**src/rtl/vldp_stream_feeder.sv**
```systemverilog
// vldp_stream_feeder
// Buffers IN_W-bit words from the memory side in a small FIFO and serialises
// them into a byte stream for the decoder. A play/pause FSM gates delivery.
// A one-cycle flush state discards everything buffered. A saturating counter
// tracks delivered bytes. An underrun pulse flags starvation while streaming.

module vldp_stream_feeder #(
    parameter int IN_W      = 32,
    parameter int DEPTH     = 16,
    parameter int CNT_W     = 32,
    parameter int BYTE_SWAP = 0
) (
    input  logic                     sys_clk,
    input  logic                     RESET_N,
    input  logic                     play,
    input  logic                     flush,
    input  logic [IN_W-1:0]          in_dat,
    input  logic                     in_valid,
    output logic                     in_ready,
    output logic [7:0]               out_dat,
    output logic                     out_valid,
    input  logic                     out_ready,
    output logic [CNT_W-1:0]         stream_dat_count,
    output logic [$clog2(DEPTH):0]   level,
    output logic                     underrun,
    output logic [1:0]               state
);

    localparam int NB    = IN_W / 8;
    localparam int PTR_W = (DEPTH > 1) ? $clog2(DEPTH) : 1;
    localparam int LVL_W = $clog2(DEPTH) + 1;
    localparam int IDX_W = (NB > 1) ? $clog2(NB) : 1;

    localparam logic [IDX_W-1:0] LAST_IDX = IDX_W'(NB - 1);
    localparam logic [LVL_W-1:0] FULL_LVL = LVL_W'(DEPTH);
    localparam logic [CNT_W-1:0] CNT_MAX  = {CNT_W{1'b1}};

    typedef enum logic [1:0] {
        ST_IDLE  = 2'd0,
        ST_RUN   = 2'd1,
        ST_PAUSE = 2'd2,
        ST_FLUSH = 2'd3
    } state_t;

    // Reject parameter sets the datapath cannot represent.
    if ((IN_W < 8) || ((IN_W % 8) != 0)) begin : g_bad_in_w
        $error("vldp_stream_feeder: IN_W must be a multiple of 8 and at least 8");
    end
    if ((DEPTH < 2) || ((DEPTH & (DEPTH - 1)) != 0)) begin : g_bad_depth
        $error("vldp_stream_feeder: DEPTH must be a power of 2 and at least 2");
    end

    // ------------------------------------------------------------------
    // Registers
    // ------------------------------------------------------------------
    state_t                state_q,    state_d;
    logic [PTR_W-1:0]      wr_ptr_q,   wr_ptr_d;
    logic [PTR_W-1:0]      rd_ptr_q,   rd_ptr_d;
    logic [LVL_W-1:0]      level_q,    level_d;
    logic [IN_W-1:0]       ser_word_q, ser_word_d;
    logic [IDX_W-1:0]      ser_idx_q,  ser_idx_d;
    logic                  ser_full_q, ser_full_d;
    logic [CNT_W-1:0]      count_q,    count_d;
    logic                  underrun_q, underrun_d;
    logic                  in_ready_q, in_ready_d;

    logic [IN_W-1:0]       mem [DEPTH];

    // ------------------------------------------------------------------
    // Handshake and control decode
    // ------------------------------------------------------------------
    logic             out_valid_w;
    logic             byte_take;
    logic             last_take;
    logic             fifo_empty;
    logic             wr_en;
    logic             rd_en;
    logic [IDX_W-1:0] byte_sel;

    // Decode the handshakes and decide FIFO write/read for this edge.
    always_comb begin
        out_valid_w = ser_full_q && (state_q == ST_RUN);
        byte_take   = out_valid_w && out_ready;
        last_take   = byte_take && (ser_idx_q == LAST_IDX);
        fifo_empty  = (level_q == '0);
        // in_ready_q already excludes full and FLUSH; flush on this edge wins
        wr_en       = in_valid && in_ready_q && !flush;
        // Serialiser reloads only while streaming, so a paused FIFO can fill to DEPTH
        rd_en       = !flush && (state_q == ST_RUN) && !fifo_empty
                      && (!ser_full_q || last_take);
    end

    // Next-state logic for the FSM, FIFO bookkeeping, serialiser and counter.
    always_comb begin
        // NOTE: every signal gets a default before any branch so this block
        // can never infer a latch.
        state_d    = state_q;
        wr_ptr_d   = wr_ptr_q;
        rd_ptr_d   = rd_ptr_q;
        level_d    = level_q;
        ser_word_d = ser_word_q;
        ser_idx_d  = ser_idx_q;
        ser_full_d = ser_full_q;
        count_d    = count_q;
        underrun_d = 1'b0;

        // FSM: flush outranks everything, including a held play
        if (flush) begin
            state_d = ST_FLUSH;
        end else begin
            unique case (state_q)
                ST_IDLE:  if (play) state_d = ST_RUN;
                ST_RUN:   if (!play && !(out_valid_w && !out_ready)) state_d = ST_PAUSE;
                ST_PAUSE: if (play) state_d = ST_RUN;
                ST_FLUSH: state_d = ST_IDLE;
                default:  state_d = ST_IDLE;
            endcase
        end

        if (flush) begin
            // Drop everything: buffered words, the partly sent word, the count
            wr_ptr_d   = '0;
            rd_ptr_d   = '0;
            level_d    = '0;
            ser_word_d = '0;
            ser_idx_d  = '0;
            ser_full_d = 1'b0;
            count_d    = '0;
        end else begin
            if (wr_en) wr_ptr_d = wr_ptr_q + PTR_W'(1);
            if (rd_en) rd_ptr_d = rd_ptr_q + PTR_W'(1);

            unique case ({wr_en, rd_en})
                2'b10:   level_d = level_q + LVL_W'(1);
                2'b01:   level_d = level_q - LVL_W'(1);
                default: level_d = level_q;
            endcase

            // Serialiser: a reload on the last byte avoids an idle bubble
            if (rd_en) begin
                ser_word_d = mem[rd_ptr_q];
                ser_idx_d  = '0;
                ser_full_d = 1'b1;
            end else if (last_take) begin
                ser_idx_d  = '0;
                ser_full_d = 1'b0;
            end else if (byte_take) begin
                ser_idx_d  = ser_idx_q + IDX_W'(1);
            end

            if (byte_take && (count_q != CNT_MAX)) begin
                count_d = count_q + CNT_W'(1);
            end

            // Starvation only counts while actively streaming, not when pausing
            underrun_d = (state_q == ST_RUN) && play && last_take && fifo_empty;
        end

        // Registered so in_ready has no path from out_ready and is low in reset
        in_ready_d = (level_d != FULL_LVL) && (state_d != ST_FLUSH);
    end

    // Control and datapath registers, cleared asynchronously by RESET_N.
    always_ff @(posedge sys_clk or negedge RESET_N) begin
        if (!RESET_N) begin
            state_q    <= ST_IDLE;
            wr_ptr_q   <= '0;
            rd_ptr_q   <= '0;
            level_q    <= '0;
            ser_word_q <= '0;
            ser_idx_q  <= '0;
            ser_full_q <= 1'b0;
            count_q    <= '0;
            underrun_q <= 1'b0;
            in_ready_q <= 1'b0;
        end else begin
            // NOTE: non-blocking assignments so every register samples the
            // values from before this edge, regardless of statement order.
            state_q    <= state_d;
            wr_ptr_q   <= wr_ptr_d;
            rd_ptr_q   <= rd_ptr_d;
            level_q    <= level_d;
            ser_word_q <= ser_word_d;
            ser_idx_q  <= ser_idx_d;
            ser_full_q <= ser_full_d;
            count_q    <= count_d;
            underrun_q <= underrun_d;
            in_ready_q <= in_ready_d;
        end
    end

    // FIFO storage write port.
    always_ff @(posedge sys_clk) begin
        // NOTE: the storage array has no reset; level and pointers define
        // which entries are valid, so stale contents are never observed.
        if (wr_en) begin
            mem[wr_ptr_q] <= in_dat;
        end
    end

    // Select the current byte: index 0 is the MSB byte unless BYTE_SWAP is set.
    always_comb begin
        if (BYTE_SWAP != 0) byte_sel = ser_idx_q;
        else                byte_sel = LAST_IDX - ser_idx_q;
    end

    // ------------------------------------------------------------------
    // Outputs
    // ------------------------------------------------------------------
    assign out_dat          = 8'(ser_word_q >> {byte_sel, 3'b000});
    assign out_valid        = out_valid_w;
    assign in_ready         = in_ready_q;
    assign stream_dat_count = count_q;
    assign level            = level_q;
    assign underrun         = underrun_q;
    assign state            = state_q;

endmodule
```
**config.mk**
```make
export PLATFORM = sky130hd
export DESIGN_NAME = vldp_stream_feeder
export DESIGN_NICKNAME = d
export VERILOG_FILES = /design/src/rtl/vldp_stream_feeder.sv
export SDC_FILE = /design/constraint.sdc
export NUM_CORES = 1
export LEC_CHECK = 0
export ABC_AREA = 1
export BUFFER_PORTS_ARGS = -buffer_cell sky130_fd_sc_hd__clkbuf_2
export CAP_MARGIN = 20
export CORE_MARGIN = 2
export CORE_UTILIZATION = 32
export CTS_CLUSTER_SIZE = 16
export DETAILED_ROUTE_END_ITERATION = 8
export PLACE_DENSITY = 0.52
export SYNTH_ARGS = -nofsm -noshare
export SYNTH_HDL_FRONTEND = slang
export SYNTH_SLANG_ARGS = --single-unit
```
**constraint.sdc**
```tcl
create_clock -name sys_clk -period 3.83 [get_ports sys_clk]
set_input_delay 0.5745 -clock sys_clk [delete_from_list [all_inputs] [get_ports sys_clk]]
set_output_delay 0.5745 -clock sys_clk [all_outputs]
set_load 0.03 [all_outputs]
```
# Yosys cells after proc, flatten, opt, wreduce, memory -nomap -nowiden
# Memory sizes are Yosys's and may differ from the RTL's.
# Index checks and enable logic that the tools add are counted.
# op_classes
add_sub_neg	7
mul	0
div_mod_pow	0
magnitude_cmp	0
eq_ne	9
shift	1
muxes	24
bitwise_logic	0
reduce_logical	30
# op_table
op	n
$mux 32	4
$add 32x1->32 const B	1
$ne 32x32->1 const B	1
$shr 32x5->8	1
$mux 4	4
$logic_and 1x1->1	15
$mux 2	7
$pmux 5 s2	1
$add 4x1->4 const B	2
$eq 2x2->1 const B	4
$logic_not 1->1	6
$mux 1	6
$pmux 2 s3	1
$reduce_bool 2->1	3
$add 5x1->5 const B	1
$logic_not 5->1	1
$mux 5	1
$ne 5x5->1 const B	1
$sub 5x1->5 const B	1
$eq 2x1->1 const B	2
$reduce_bool 4->1	1
$reduce_bool 3->1	1
$add 2x1->2 const B	1
$logic_not 2->1	1
other kinds (4)	4
# totals
register_bits	84
latch_bits	0
mem_bits_rw	512
mem_bits_ro	0
output_inout_bits	50
mem_count	1
# memory_table
memory	words	word_bits	rd	rd_ports_with_merged_regs	write_ports	line	text
mem	16	32	1	0	1	67	logic [IN_W-1:0] mem [DEPTH];

# Depth between registers and ports, before layout
# Gate-level depths: netlist (run 1).
# logic_depth
ltp_word	11
depth_mapped	24

# Worst setup path after synthesis (run 1)
# No wires, ideal clock.
# synth_timing
kind	in2reg
start	input in_valid
end	memory mem[6][0] (enable)
t_arrival_ns	3.216
t_required_ns	3.369
setup_slack_ns	0.153
path_stages	4
path_cell_list	nand2_1 > nor2_1 > inv_1 > nor3_1
# synth_between
elab_chain_cells	4
# synth_rtl
element	line	text
start: declaration	18	input logic in_valid,
$logic_and 1x1->1 (2 in series)	87	wr_en = in_valid && in_ready_q && !flush;
$mux 1	196	if (wr_en) begin
$mux 1 (not written as such)	197	mem[wr_ptr_q] <= in_dat;
end: declaration	67	
# No other way between the ends.

# Final worst setup path (run 1)
# layout_timing
start	register ser_idx_q[0]
end	output out_dat[4]
# layout_between
elab_chain_cells	2
# layout_rtl
element	line	text
start: declaration	61	logic [IDX_W-1:0] ser_idx_q, ser_idx_d;
start signal: assignment	184	ser_idx_q <= ser_idx_d;
$sub 2x2->2	204	else byte_sel = LAST_IDX - ser_idx_q;
$shr 32x5->8	210	assign out_dat = 8'(ser_word_q >> {byte_sel, 3'b000});
end: declaration	20	output logic [7:0] out_dat,
# No other way between the ends.

==> out/qor.tcl, run 1 <==
set qor(run_status) {finished, final reports clean}
set qor(type_of_element_launching_the_critical_path) {flip-flop}
set qor(vdd_ir_max_uv) 391
set qor(initial_utilization_pct) 32.1
set qor(yosys_warnings) 0
set qor(rsz0062_at_grt) {no}
set qor(synth_fp_nets) 2213
set qor(detailedPlacementHpwl_um) 38000
set qor(fmax_mhz) 337
set qor(ys_dominant_reg_cell) {edfxtp_1}
set qor(timing_hold_violations_final) 0
set qor(crit_path_max_fanout) 19
set qor(antenna_found_initial) 6
set qor(number_of_enable_type_register_cells_in_the_synthesized_netlist) 512
set qor(worst-slew-pin-transition_ps) 1020
set qor(type_of_the_tightest_min_delay_check) {in -> async}
set qor(cts_tree) {yes}
set qor(std_cell_rows) 102
set qor(vias_per_instance) 4.99
set qor(drtPass1Iterations) 5
set qor(maxCapViolations) 0
set qor(mostFrequentLayoutCell) {edfxtp_1}
set qor(clkLatencyLatePin_ps) 590
set qor(relative_slew_margins_pct) 32.1
set qor(power_leakage_uw) 0.0102
set qor(post_cts.repair.setup_buffers) 0
set qor(postCtsResizedCells) 0
set qor(critPathBufInv) 3
set qor(grt.overflow.total) 0
set qor(worst-endpoint-arrival_ps) 2400
set qor(drc) 0
set qor(route.final.wire_length_um) 69900
set qor(dr_wl_cell_um) 20.9
set qor(cts_inserted_buffers) 66
set qor(clkSlewWorstSetupHoldPaths_ps) 60
set qor(setup_violations) 0
set qor(cp_top_family) {buffers and inverters}
set qor(grt_pass1_vias) 16454
set qor(crit_path_max_incr_delay_ps) 400
set qor(synth-async-reset-ratio_pct) 14.1
set qor(crit_type) {reg -> out}
set qor(worstSetupEndpointType) {output pin}
set qor(die-height_um) 282
set qor(proportion_of_layout_cells_with_a_drive_suffix_above_1_pct) 12.3
set qor(route.antenna.remaining_nets) 0
set qor(crit_slowest_cell) {inv_1}
set qor(ys_types) 37
set qor(final.setup.tns_ps) 0
set qor(cts_sinks) 596
set qor(finish.cell_count_without_fillers) 3343
set qor(timing_max_transition_violations_final) 0
set qor(grt_overall_usage_pct) 17.6
set qor(cellPowerDensity_nw_per_um2) 543
set qor(grt_pass1_wl_um) 105000
set qor(dp_worst_setup_slack_ps) 663
set qor(drtIter0Drc) 1185
set qor(areaGrowthSynthToFinish_pct) 15.5
set qor(period_share_pct) 77.5
set qor(fp.dieArea_um2) 79600
set qor(die-width_um) 282
set qor(post-route-worst-setup-slack_ps) 860
set qor(pin_count_of_the_biggest_net_entering_global_routing) 143
set qor(floorplan.io_pins) 88
set qor(clock-root-buffer) {clkbuf_16}
set qor(floorplan.core_area_um2) 77100
set qor(placement.io_buffers) 87
set qor(clock_tree.htree_level_count) 3
set qor(dp.cells) 3222
set qor(yosys_register_bits) 596
set qor(path_cells) {buf_4 -> inv_1 -> o21ai_0 -> o22ai_1 -> clkbuf_2}
set qor(cts.path.max_buffers) 3
set qor(layout.cells.most_common_list) {edfxtp_1 (512), nand2_1 (444), nor2_1 (256), o21ai_0 (223), nand3_1 (126)}
set qor(syn-mean-instance-area_um2) 11.4
set qor(place.gp.congestion) 0.856
set qor(fin_skew_ps) 17.4
set qor(synth_cells) 2165
set qor(post_synth_instance_area_um2) 24800
set qor(final_standard_cell_utilization_of_the_core_pct) 37.1
set qor(vias) 16686
set qor(finalNetCount) 2298
set qor(critical_path_data_required_time_ps) 3260
set qor(synth-seq-area-share_pct) 70.6
set qor(finalWorstPathRequiredPeriod_ps) 2970
set qor(holdBufCountCts) 0
## per-stage QoR
stage	instance area [um2]	hold slack, ps	power [uW]
after floorplan	24800	279	8830
after global placement	26500	457	9460
after detailed placement	26500	462	9500
after CTS	28600	102	15700
after global routing	28600	146	16200
final	28600	93.7	15500
## state kept, by name, indices dropped and copies added (netlist names), 2 cells and up
| name | cells |
|---|---|
| level | 5 |
| mem | 512 |
| rd_ptr_q | 4 |
| ser_idx_q | 2 |
| ser_word_q | 32 |
| state | 2 |
| stream_dat_count | 32 |
| wr_ptr_q | 4 |
## final cells by class
| type | count | area (um2) |
|---|---|---|
| clock inverters | 25 | 229 |
| inverters | 106 | 404 |
| well taps | 1040 | 1300 |
| repair buffers | 131 | 881 |
| flip-flops and latches | 596 | 17500 |
| clock buffers | 94 | 1870 |
| diodes | 2 | 5.00 |
| multi-input cells | 1349 | 6430 |
| fillers | 7581 | 48500 |
## metal layers
layer	share of wire [%]	global-route usage [%]
met3	4.7	2.77
met2	49	30.2
met4	2.4	5.62
met5	0.053	0
met1	44	22.9
## report_power, final
| group | internal, uW | total (uW) | switching [uW] | leakage, uW |
|---|---|---|---|---|
| sequential | 7130 | 7250 | 117 | 0.00576 |
| combinational | 570 | 2100 | 1530 | 0.00341 |
| clock | 3670 | 6180 | 2520 | 0.00103 |
## kinds of logic (layout without fill, tap and decap cells)
family / count (synthesis) / after routing / synth area share (%)
and+or+nand+nor: 941 / 941 / 16.1
DFF: 596 / 596 / 70.6
xor gates and xnor gates: 7 / 7 / 0.248
adders and majority gates: 10 / 10 / 0.505
buffers and inverters: 220 / 356 / 3.91
other: 0 / 2 / 0
AOI/OAI and AO/OA: 391 / 391 / 8.70
## worst reg2reg max path, cell delays in order (launching register included)
cell	delay, ps
dfrtp_1	570
ha_1	320
nand2_2	90
nand2_2	90
nand2_4	70
clkinv_2	60
ha_1	250
inv_1	120
nand2_1	70
nand2_1	70
ha_1	260
o21ai_0	150
a21oi_1	80
or2_2	280
a21oi_1	130
nand2_1	60
nor2_1	80
nor2_1	40
## worst paths after layout
path | from | to | slack, ps | depth (start not counted)
min | RESET_N | ser_word_q[31] | 90 | 1
min reg2reg | ser_word_q[9] | ser_word_q[9] | 480 | 2
min in group sys_clk | play | state[1] | 260 | 2
max in group asynchronous | RESET_N | ser_word_q[20] | 2920 | 2
max | ser_idx_q[0] | out_dat[4] | 860 | 5
max reg2reg | ser_idx_q[1] | in_ready | 910 | 17
## synthesized netlist by cell type, types with 4 or more instances
cell,count,area [um2]
inv_2,10,37.5
o21ai_0,223,1120
buf_4,6,45.0
o21ai_2,8,70.1
nor3_1,31,155
a21oi_1,54,270
o21ai_1,18,90.1
inv_1,94,353
edfxtp_1,512,15400
o211ai_1,42,315
o22ai_1,37,231
nand4_1,53,332
clkbuf_1,44,165
buf_2,54,270
nand3_1,126,631
nor2_1,265,995
a31oi_1,7,43.8
dfrtp_1,84,2100
ha_1,10,125
buf_1,4,15.0
nand2_4,4,45.0
xnor2_1,4,35.0
buf_6,4,45.0
nand2_2,5,31.3
nand2_1,445,1670
No activity file was read; power rests on OpenSTA's default activity.
==> run 2, diff against run 1 <==
- clock period: 3.83 -> 2.8 ns (I/O delays scaled with it)
==> out/qor.tcl, run 2 (synthesis results as in run 1) <==
set qor(run_status) {finished, final reports clean}
set qor(worst-slew-pin-transition_ps) 730 ;# -289 ps
set qor(critical_path_data_required_time_ps) 2380 ;# -880 ps
set qor(period_share_pct) 96.2
set qor(regMostFlops) {mem}
set qor(rsz0062_at_grt) {no}
set qor(clkSlewWorstSetupHoldPaths_ps) 60 ;# about the same
set qor(vdd_ir_max_uv) 627 ;# +60%
set qor(areaGrowthSynthToFinish_pct) 17.5
set qor(detailedPlacementHpwl_um) 40900 ;# +7.5%
set qor(cts_sinks) 596 ;# unchanged
set qor(placement.io_buffers) 87 ;# unchanged
set qor(cellPowerDensity_nw_per_um2) 742 ;# +37%
set qor(power_leakage_uw) 0.0105 ;# +2.8%
set qor(timing_hold_violations_final) 0 ;# unchanged
set qor(std_cell_rows) 102 ;# unchanged
set qor(drtPass1Iterations) 5 ;# unchanged
set qor(cts_inserted_buffers) 67 ;# +1.5%
set qor(crit_type) {reg -> out}
set qor(type_of_element_launching_the_critical_path) {flip-flop}
set qor(route.final.wire_length_um) 70300 ;# +0.48%
set qor(grt.overflow.total) 0 ;# unchanged
set qor(final.setup.tns_ps) 0 ;# unchanged
set qor(type_of_the_tightest_min_delay_check) {in -> reg}
set qor(crit_path_max_fanout) 18 ;# -1
set qor(worst-endpoint-arrival_ps) 2270 ;# -130 ps
set qor(mostFrequentLayoutCell) {edfxtp_1}
set qor(antenna_found_initial) 4 ;# -2
set qor(fin_skew_ps) 42.2 ;# +24.8 ps
set qor(die-width_um) 282 ;# unchanged
set qor(fmax_mhz) 371
set qor(grt_pass1_vias) 16470 ;# +0.097%
set qor(drtIter0Drc) 1408 ;# +19%
set qor(largest_reg_flops) 512 ;# unchanged
set qor(place.gp.congestion) 0.835 ;# -2.4%
set qor(vias_per_instance) 5.00 ;# +0.19%
set qor(worstSetupEndpointType) {output pin}
set qor(finalWorstPathRequiredPeriod_ps) 2690
set qor(grt_overall_usage_pct) 17.7 ;# +0.12 points
set qor(proportion_of_layout_cells_with_a_drive_suffix_above_1_pct) 13.8 ;# +1.5 points
set qor(clock_tree.htree_level_count) 3 ;# unchanged
set qor(dr_wl_cell_um) 20.8 ;# -0.74%
set qor(floorplan.io_pins) 88 ;# unchanged
set qor(timing_max_transition_violations_final) 0 ;# unchanged
set qor(maxCapViolations) 0 ;# unchanged
set qor(fp.dieArea_um2) 79600 ;# unchanged
set qor(layout.cells.most_common_list) {edfxtp_1 (512), nand2_1 (444), nor2_1 (256), o21ai_0 (223), nand3_1 (126)}
set qor(die-height_um) 282 ;# unchanged
set qor(vias) 16923 ;# +1.4%
set qor(pin_count_of_the_biggest_net_entering_global_routing) 120 ;# -16%
set qor(floorplan.core_area_um2) 77100 ;# unchanged
set qor(finish.cell_count_without_fillers) 3384 ;# +1.2%
set qor(grt_pass1_wl_um) 105000 ;# +0.31%
set qor(initial_utilization_pct) 32.1 ;# unchanged
set qor(cts.path.max_buffers) 3 ;# unchanged
set qor(relative_slew_margins_pct) 51.4 ;# +19 points
set qor(clock-root-buffer) {clkbuf_16}
set qor(timing.reg2reg.setup_slack_ps) 200 ;# -710 ps
set qor(place_area_um2) 26900 ;# +1.5%
set qor(route.antenna.remaining_nets) 0 ;# unchanged
set qor(setup_violations) 0 ;# unchanged
set qor(fin_area_um2) 29100 ;# +1.7%
set qor(finalNetCount) 2338 ;# +1.7%
set qor(cts_tree) {yes}
set qor(dp.cells) 3257 ;# +1.1%
set qor(clkLatencyLatePin_ps) 620 ;# +30 ps
set qor(drc) 0 ;# unchanged
==> run 2: cell types whose count changed in the layout (fill, tap and decap cells not counted), sizes merged <==
cell and delta:
buf +38, clkbuf -5, clkinv +8, clkinvlp +2, dlygate4sd3 +1, inv -3
==> run 2: repair_timing <==
item,in CTS,in global routing
endpoints found under the setup margin,2,2
hold endpoints to repair,44,0
pin swaps,0,1
gates resized for setup,1,1
hold buffers,1,0
buffers inserted,0,3
==> run 2: through the flow <==
stage	utilization (%)	hold slack [ps]	setup slack, ps	power, uW
2_1_floorplan	-	124	-871	12100
3_3_place_gp	34.9	469	39.2	13200
3_5_place_dp	34.9	469	77.2	13200
4_1_cts	37.7	46.5	85.6	21800
5_1_grt	37.7	73.2	8.33	22500
6_report	37.8	81.2	106	21600
==> run 2: path summary, 6_finish.rpt <==
kind / cells after the start / start / endpoint
worst max register to register: 19 / state[1] / in_ready
worst min-delay path: 2 / play / state[1]
max in group asynchronous: 3 / RESET_N / stream_dat_count[19]
min in group asynchronous: 2 / RESET_N / stream_dat_count[2]
worst max-delay path: 6 / ser_idx_q[0] / out_dat[6]
worst min register to register: 2 / ser_word_q[3] / ser_word_q[3]
==> run 2: final cells by class <==
| cell class | count | area, um2 |
|---|---|---|
| Fill cell | 7522 | 48000 |
| Sequential cell | 596 | 17500 |
| Timing Repair Buffer | 170 | 1290 |
| Clock buffer | 89 | 1860 |
| Antenna cell | 2 | 5.00 |
| Tap cell | 1040 | 1300 |
| Inverter | 106 | 408 |
| Multi-Input combinational cell | 1349 | 6460 |
| Clock inverter | 32 | 290 |
==> run 2: critical path, stage by stage (launching register included) <==
cell and delay, ps:
dfrtp_1 350, buf_4 250, clkinvlp_4 310, buf_4 230
o21ai_0 140, o22ai_1 170, clkbuf_2 230
==> run 2: routing by layer <==
metal / global-route usage (%) / share of wire [%] / vias up / wire length, um
met1: 23.4 / 44 / 8465 / 30800
met2: 30.1 / 49 / 439 / 34500
li1: - / - / 7921 / -
met4: 5.01 / 2.2 / 6 / 1520
met3: 3.04 / 4.9 / 92 / 3450
met5: 0 / 0.064 / - / 45
==> run 2: power by group <==
| group | switching, uW | total (uW) | internal (uW) |
|---|---|---|---|
| Clock | 3520 | 8580 | 5060 |
| Sequential | 108 | 9870 | 9760 |
| Combinational | 2210 | 3140 | 924 |
